File: src/rtl/mips_mem_arbiter.sv
// Two-port (instruction fetch / data) arbiter onto one single-ported memory bus.
// One transaction at a time, round-robin on contention, with an optional bus-hang timeout.
module mips_mem_arbiter #(
    parameter int TIMEOUT = 256,
    parameter int TO_W    = 9
) (
    input  logic        clk,
    input  logic        reset,
    input  logic        i_req,
    input  logic [31:0] i_addr,
    output logic        i_ack,
    output logic [31:0] i_rdata,
    input  logic        d_read,
    input  logic        d_write,
    input  logic [31:0] d_addr,
    input  logic [3:0]  d_byteenable,
    input  logic [31:0] d_wdata,
    output logic        d_ack,
    output logic [31:0] d_rdata,
    output logic [31:0] m_address,
    output logic        m_read,
    output logic        m_write,
    output logic [3:0]  m_byteenable,
    output logic [31:0] m_writedata,
    input  logic [31:0] m_readdata,
    input  logic        m_waitrequest,
    output logic        timeout_err,
    output logic        busy
);

    typedef enum logic [1:0] {
        S_IDLE = 2'd0,
        S_BUS  = 2'd1,
        S_RESP = 2'd2
    } state_t;

    localparam bit              TO_EN   = (TIMEOUT != 0);
    localparam logic [TO_W-1:0] TO_LAST = TO_W'((TIMEOUT == 0) ? 0 : TIMEOUT - 1);

    state_t          state_q;
    logic            last_data_q;
    logic            grant_data_q;
    logic            is_write_q;
    logic [TO_W-1:0] cnt_q;
    logic [31:0]     m_address_q;
    logic [31:0]     m_writedata_q;
    logic [3:0]      m_byteenable_q;
    logic            m_read_q;
    logic            m_write_q;
    logic            i_ack_q;
    logic            d_ack_q;
    logic [31:0]     i_rdata_q;
    logic [31:0]     d_rdata_q;
    logic            timeout_err_q;
    logic            busy_q;

    logic d_pend;
    logic take_data;
    logic to_hit;

    // On contention the port that was not served last wins.
    assign d_pend    = d_read | d_write;
    assign take_data = d_pend & (~i_req | ~last_data_q);
    assign to_hit    = TO_EN && (cnt_q == TO_LAST);

    // Arbiter FSM with all bus-side and port-side outputs registered.
    always_ff @(posedge clk) begin
        if (reset) begin
            state_q        <= S_IDLE;
            last_data_q    <= 1'b1;
            grant_data_q   <= 1'b0;
            is_write_q     <= 1'b0;
            cnt_q          <= '0;
            m_address_q    <= 32'h0;
            m_writedata_q  <= 32'h0;
            m_byteenable_q <= 4'b0000;
            m_read_q       <= 1'b0;
            m_write_q      <= 1'b0;
            i_ack_q        <= 1'b0;
            d_ack_q        <= 1'b0;
            i_rdata_q      <= 32'h0;
            d_rdata_q      <= 32'h0;
            timeout_err_q  <= 1'b0;
            busy_q         <= 1'b0;
        end else begin
            case (state_q)
                S_IDLE: begin
                    if (i_req || d_pend) begin
                        state_q      <= S_BUS;
                        busy_q       <= 1'b1;
                        cnt_q        <= '0;
                        grant_data_q <= take_data;
                        last_data_q  <= take_data;
                        if (take_data) begin
                            m_address_q    <= d_addr;
                            m_byteenable_q <= d_byteenable;
                            m_writedata_q  <= d_wdata;
                            m_write_q      <= d_write;
                            m_read_q       <= ~d_write;
                            is_write_q     <= d_write;
                        end else begin
                            m_address_q    <= i_addr;
                            m_byteenable_q <= 4'b1111;
                            m_write_q      <= 1'b0;
                            m_read_q       <= 1'b1;
                            is_write_q     <= 1'b0;
                        end
                    end
                end
                S_BUS: begin
                    if (!m_waitrequest) begin
                        m_read_q  <= 1'b0;
                        m_write_q <= 1'b0;
                        state_q   <= S_RESP;
                        if (grant_data_q) begin
                            d_ack_q <= 1'b1;
                            if (!is_write_q) begin
                                d_rdata_q <= m_readdata;
                            end
                        end else begin
                            i_ack_q   <= 1'b1;
                            i_rdata_q <= m_readdata;
                        end
                    end else if (to_hit) begin
                        // Abort a hung cycle but still ack so the core cannot deadlock.
                        m_read_q      <= 1'b0;
                        m_write_q     <= 1'b0;
                        timeout_err_q <= 1'b1;
                        state_q       <= S_RESP;
                        if (grant_data_q) begin
                            d_ack_q   <= 1'b1;
                            d_rdata_q <= 32'h0;
                        end else begin
                            i_ack_q   <= 1'b1;
                            i_rdata_q <= 32'h0;
                        end
                    end else begin
                        cnt_q <= cnt_q + 1'b1;
                    end
                end
                S_RESP: begin
                    i_ack_q <= 1'b0;
                    d_ack_q <= 1'b0;
                    cnt_q   <= '0;
                    busy_q  <= 1'b0;
                    state_q <= S_IDLE;
                end
                default: begin
                    m_read_q  <= 1'b0;
                    m_write_q <= 1'b0;
                    i_ack_q   <= 1'b0;
                    d_ack_q   <= 1'b0;
                    busy_q    <= 1'b0;
                    state_q   <= S_IDLE;
                end
            endcase
        end
    end

    assign m_address    = m_address_q;
    assign m_writedata  = m_writedata_q;
    assign m_byteenable = m_byteenable_q;
    assign m_read       = m_read_q;
    assign m_write      = m_write_q;
    assign i_ack        = i_ack_q;
    assign d_ack        = d_ack_q;
    assign i_rdata      = i_rdata_q;
    assign d_rdata      = d_rdata_q;
    assign timeout_err  = timeout_err_q;
    assign busy         = busy_q;

endmodule
File: config.mk
export PLATFORM = sky130hd
export DESIGN_NAME = mips_mem_arbiter
export DESIGN_NICKNAME = d
export VERILOG_FILES = /design/src/rtl/mips_mem_arbiter.sv
export SDC_FILE = /design/constraint.sdc
export NUM_CORES = 1
export LEC_CHECK = 0
export CAP_MARGIN = 30
export CELL_PAD_IN_SITES_DETAIL_PLACEMENT = 0
export CELL_PAD_IN_SITES_GLOBAL_PLACEMENT = 2
export CORE_ASPECT_RATIO = 1.1
export CORE_MARGIN = 3
export CORE_UTILIZATION = 24
export DETAILED_ROUTE_END_ITERATION = 7
export PLACE_DENSITY_LB_ADDON = 0.1
export SLEW_MARGIN = 20
export SYNTH_ARGS = -nofsm -noshare
export SYNTH_HDL_FRONTEND = slang
export SYNTH_SLANG_ARGS = --single-unit
File: constraint.sdc
create_clock -name clk -period 3.5 [get_ports clk]
set_input_delay 0.35 -clock clk [delete_from_list [all_inputs] [get_ports clk]]
set_output_delay 0.35 -clock clk [all_outputs]
set_load 0.005 [all_outputs]
# ---- After elaboration in Yosys (flattened, before gate mapping)
# Index checks and enable logic that the tools add are counted.
dict set report totals {
  elab_cells 89
  out_inout_bits 138
  regBits 152
  input_bits 138
}
dict set report classes {
  bitwise 9
  reduce_logical 14
  eq_ne 12
  n_addsub 1
  mux 37
}
# operator count
set ops {}
lappend ops {{$mux 32} 10}
lappend ops {{$mux 9} 3}
lappend ops {{$pmux 9 s3} 1}
lappend ops {{$ne 2x2->1 const B} 7}
lappend ops {{$mux 1} 13}
lappend ops {{$add 9x1->9 const B} 1}
lappend ops {{$eq 9x8->1 const B} 1}
lappend ops {{$reduce_and 3->1} 3}
lappend ops {{$reduce_and 2->1} 4}
lappend ops {{$reduce_and 4->1} 2}
lappend ops {{$mux 2} 3}
lappend ops {{$not 1->1} 6}
lappend ops {{$pmux 1 s2} 3}
lappend ops {{$pmux 1 s3} 2}
lappend ops {{$reduce_and 5->1} 1}
lappend ops {{$mux 4} 1}
lappend ops {{$pmux 2 s2} 1}
lappend ops {{$ne 3x3->1 const B} 1}
lappend ops {{$reduce_bool 3->1} 1}
lappend ops {{$eq 2x1->1 const B} 1}
lappend ops {{$eq 2x2->1 const B} 1}
lappend ops {{$logic_not 2->1} 1}
lappend ops {{$ne 2x1->1 const B} 1}
lappend ops {{$or 1x1->1} 2}
lappend ops {{3 further kinds} 3}

# ---- Depth between registers and ports, before layout
dict set report depth {
  depth_word 6
  depth_mapped 10
  mapped_depth_nobuf 8
}

# ---- Worst setup path after synthesis
# No wires, ideal clock.
dict set report synth_path {
  kind {register to register}
  startpoint {register cnt_q[0]}
  endpoint {register cnt_q[7]}
  setup_slack_ns 1.721
  required_time_ns 3.430
  arrival_ns 1.708
  stages_incl_launch_ff 8
  period_less_slack_ns 1.779
  n_path_buf 0
  setup_time_ns 0.070
  cell_sequence {dfxtp_1 ha_1 nand3_1 nor2_1 ha_1 nand4bb_4 or4b_1 a21oi_1}
}
dict set report synth_via {
  elab_chain_len 4
  elab_cells_between_ends 7
  cone_classes {add/sub: 1; eq/ne: 2; mux: 3; reduce/logical: 1}
}
# element line_no
set synth_lines {}
lappend synth_lines {{start, declared} 44} ;# logic [TO_W-1:0] cnt_q;
lappend synth_lines {{start signal, assigned} 138} ;# cnt_q <= cnt_q + 1'b1;
lappend synth_lines {{$add 9x1->9} 138}
lappend synth_lines {{$mux 9} 124} ;# end else if (to_hit) begin
lappend synth_lines {{$mux 9} 111} ;# if (!m_waitrequest) begin
lappend synth_lines {{$pmux 9 s3} 86} ;# case (state_q)
# Several ways; a longest one is shown, not always the timed one. The select of a mux whose other input is x is not followed.
# A chain may end at the register's enable or synchronous reset.

# ---- Worst setup path after layout
dict set report layout_path {
  startpoint {register cnt_q[0]}
  endpoint {register i_rdata_q[7] (netlist: i_rdata[7])}
}
dict set report layout_via {
  elab_chain_len 3
  elab_cells_between_ends 4
  cone_classes {eq/ne: 3; reduce/logical: 1}
}
# element line_no
set layout_lines {}
lappend layout_lines {{$eq 9x8->1 *} 64} ;# assign to_hit = TO_EN && (cnt_q == TO_LAST);
lappend layout_lines {{$ne 2x2->1 (no source line) or $ne 2x1->1 (tied branches)} -}
lappend layout_lines {{$reduce_and 4->1 (no source line) *} -}
lappend layout_lines {{end signal, assigned} 122} ;# i_rdata_q <= m_readdata;
lappend layout_lines {{end, declared} 52} ;# logic [31:0] i_rdata_q;
# Every way passes the cells marked *; elsewhere a longest branch is shown, timed or not.

==> key figures <==
Routing
  • Antenna-violating nets left: 0
  • Avg WL per Cell: 16.1 um
  • Number of remaining DRC errors: 0
  • Post-detailed-routing wire length: 21900 um
  • 1st-pass router iterations: 4
  • DR vias/cell: 4.35
  • DR iter-0 viols: 272
  • Via count: 5912

CTS
  • Clk Tree Root Cell: clkbuf_16
  • Resized cells post-CTS: 0
  • Clock slew at the register clock pins of the worst setup and hold paths: 0.07 ns
  • TritonCTS clock tree: yes
  • Insertion delay to the later sink of the worst-skew pair: 0.42 ns
  • H-Tree Level Count: 4
  • TritonCTS buffer count: 17
  • Hold buffers post-CTS: 0
  • Longest Clk Path Bufs: 2
  • Setup fix buffers added after clock tree synthesis: 0
  • Clock net sink count: 152

Yosys
  • Flop and latch count out of synthesis: 152
  • Part of the Yosys area used for sequential elements: 49.5%
  • Top-area cell type share of the netlist area: 49.5%
  • Most frequent cell after synthesis: nand2_1
  • Cell type contributing the most total cell area after synthesis: dfxtp_1
  • Top flip-flop cell by instance count after synthesis: dfxtp_1
  • Post-Syn Instances: 752
  • Post-Synth Simple-Gate Area: 24.8%
  • Total standard cell area after synthesis: 6140 sq um
  • Number of flops mapped to enable cells by yosys: 0
  • Top cells by count, synth: nand2_1 (228), dfxtp_1 (152), a21oi_1 (132)
  • Synthesis Warnings: 0
  • Net Count, Synth: 892
  • Post-Synth XOR/XNOR Area: 0%
  • Number of distinct library cells after synthesis: 46
  • Fraction of the mapped netlist area in compound gates: 19.9%
  • Top post-synthesis cells by area: dfxtp_1 (50%), nand2_1 (14%), a21oi_1 (11%)
  • Main combinational cell family by area after synthesis: simple AND/OR/NAND/NOR gates
  • Post-synth ARST share: 0%
  • Mux share of post-synthesis cell area: 0%
  • Share of synthesized cell area in full adder, half adder and majority cells: 0.407%
  • Syn_area_per_cell: 8.17 sq um

STA
  • Final period utilization: 65.8%
  • Number of hold-slack violations in the final timing report: 0
  • Worst clock skew: 0.0127 ns
  • Tightest slew margin relative to the limit: 50.1%
  • Maximum frequency from static timing analysis: 434 MHz
  • Unrepaired setup endpoints after global routing: false
  • Worst-case hold slack: 0.437 ns
  • Final setup viols: 0
  • Shortest period the worst path allows: 2.30 ns
  • Final max-slew violation count: 0
  • Setup total negative slack: 0 ns
  • Least-Margin Pin Slew: 0.745 ns

Cells and area
  • Final design instance area without fill: 9720 sq um
  • Core occupancy in the finished layout: 39.1%
  • Synthesis-to-finish area growth: 58.2%
  • Net count of the finished layout: 1144
  • N_diodes: 0
  • Filler Cells Inserted: 2597
  • Fraction of final layout cells with drive strength greater than 1: 8.06%

Floorplanning
  • Horizontal die dimension: 159 um
  • Die extent in y: 174 um
  • Core Box Area: 24800 sq um
  • Total I/O pin count: 276
  • Floorplan row count: 60
  • Die Area: 27600 sq um
  • Initial core utilization: 24.7%

Place
  • Final weighted congestion of routability-driven global placement: 0.721
  • IO buf count: 275
  • Placement Cell Area: 9110 sq um
  • Total half-perimeter wirelength after legalization and detailed placement: 14800 um

Flow run
  • Max cap viols: 0

Setup path
  • Critical-path top delay cell: nor3_4
  • Endpoint arrival time on the critical path: 2.65 ns
  • Kind of critical path: reg -> reg
  • Most Frequent Cell on Critical Path: ha_1
  • Startpoint of the worst register-to-register path: cnt_q[0]
  • Crit start category: register
  • Cell family with the largest share of critical-path delay: simple AND/OR/NAND/NOR gates
  • Worst reg2reg setup slack: 1.20 ns
  • Worst path buffer plus inverter count: 1
  • Count of cells along the worst register-to-register path: 9
  • Required time of the worst setup path: 3.85 ns
  • Capture instance of the worst register-to-register path: i_rdata[7]
  • Cell Chain, Critical Path: ha_1 > nand3_1 > nor2_1 > ha_1 > nor2b_1 > nor3_4 > buf_4 > nand2_1 > a21oi_1
  • Type of destination of the critical path: register
  • Largest stage delay on the critical path: 0.53 ns
  • CP max FO: 15

Global route
  • Aggregate global routing overflow: 0
  • Initial antenna violation count: 0
  • Wire length of the first global-routing pass: 33800 um
  • Total Routing Usage GR: 15.6%
  • Via count of the first global-routing pass: 5882
  • Largest net degree at the start of global routing: 52

Pwr
  • Maximum resistive drop on vdd: 0.283 mV
  • LEAKAGE: 3.39 nW
  • Ratio of total power to cell area: 471 nW/um^2

Run status
  • Outcome: finished, final reports clean

Worst hold path
  • Type of the most critical hold path: in -> reg
  • Worst Hold Endpoint: m_writedata[24]
  • Worst Min Path Start: reset
  • Hold path depth: 2
==> layer usage <==
metal  wire (um)  global-route usage [%]
met3        1380                    4.57
met1        9710                    20.1
met2       10500                    25.6
met5           0                       0
met4         253                    4.23
==> through the flow <==
stage          std cells  total power, mW  worst slack, ns
2_1_floorplan        752             2.31             1.72
3_3_place_gp        1325             2.77             1.02
3_5_place_dp        1325             2.77             1.00
4_1_cts             1357             4.66             1.15
5_1_grt             1358             4.82            0.851
6_report            1358             4.57             1.20
==> flip-flops by register name (all words and copies together) (netlist names) <==
signal / cells
i_rdata: 32
d_ack: 1
m_write: 1
m_read: 1
m_address: 32
is_write_q: 1
timeout_err: 1
last_data_q: 1
i_ack: 1
state_q: 2
cnt_q: 9
d_rdata: 32
m_writedata: 32
busy: 1
grant_data_q: 1
m_byteenable: 4
==> kinds of logic after synthesis <==
group | count (synthesis)
compound gates | 196
flops | 152
fa+ha+maj | 2
simple gates | 344
buf+inv | 58
==> worst reg2reg max path: cells and delay by family (launching register included) <==
family                   cells  cell delay [ns]
AO/OA/AOI/OAI                1             0.13
adder cells (fa/ha/maj)      2             0.48
flip-flops                   1             0.37
buffers and inverters        1             0.33
AND/OR/NAND/NOR              5             0.93
==> power by group <==
| group | total (mW) | internal (mW) | switching, mW |
|---|---|---|---|
| registers | 1.90 | 1.84 | 0.0642 |
| logic | 0.819 | 0.438 | 0.381 |
| clock network | 1.86 | 1.01 | 0.842 |
| total | 4.57 | 3.29 | 1.29 |
==> how the worst max path moves through the flow <==
stage / startpoint / to / slack (ns) / depth (start not counted)
3_5_place_dp: d_write / m_address[1] / 1.00 / 5
5_1_grt: cnt_q[0] / i_rdata[3] / 0.85 / 9
4_1_cts: cnt_q[0] / i_rdata[0] / 1.15 / 9
3_3_place_gp: d_write / m_address[1] / 1.02 / 5
6_report: cnt_q[0] / i_rdata[7] / 1.20 / 9
2_1_floorplan: cnt_q[0] / cnt_q[7] / 1.72 / 7
==> layout make-up <==
type | instances | area [sq um] | area share, %
inverters | 1 | 3.75 | 0.0386
well taps | 341 | 427 | 4.39
repair buffers | 290 | 2880 | 29.6
multi-input cells | 542 | 2790 | 28.7
clock inverters | 15 | 156 | 1.61
flip-flops and latches | 152 | 3040 | 31.3
clock buffers | 17 | 425 | 4.38
==> cell usage in the layout, fill, tap and decap left out, types with 10 or more instances in the layout <==
| cell | count |
|---|---|
| nor2b_1 | 33 |
| clkdlybuf4s50_1 | 274 |
| a211oi_2 | 13 |
| clkbuf_16 | 17 |
| a21oi_1 | 132 |
| a211oi_1 | 19 |
| nor2_1 | 49 |
| buf_4 | 15 |
| nand2_1 | 228 |
| dfxtp_1 | 152 |
| a21oi_2 | 10 |
Power figures use the tool's default switching activity.
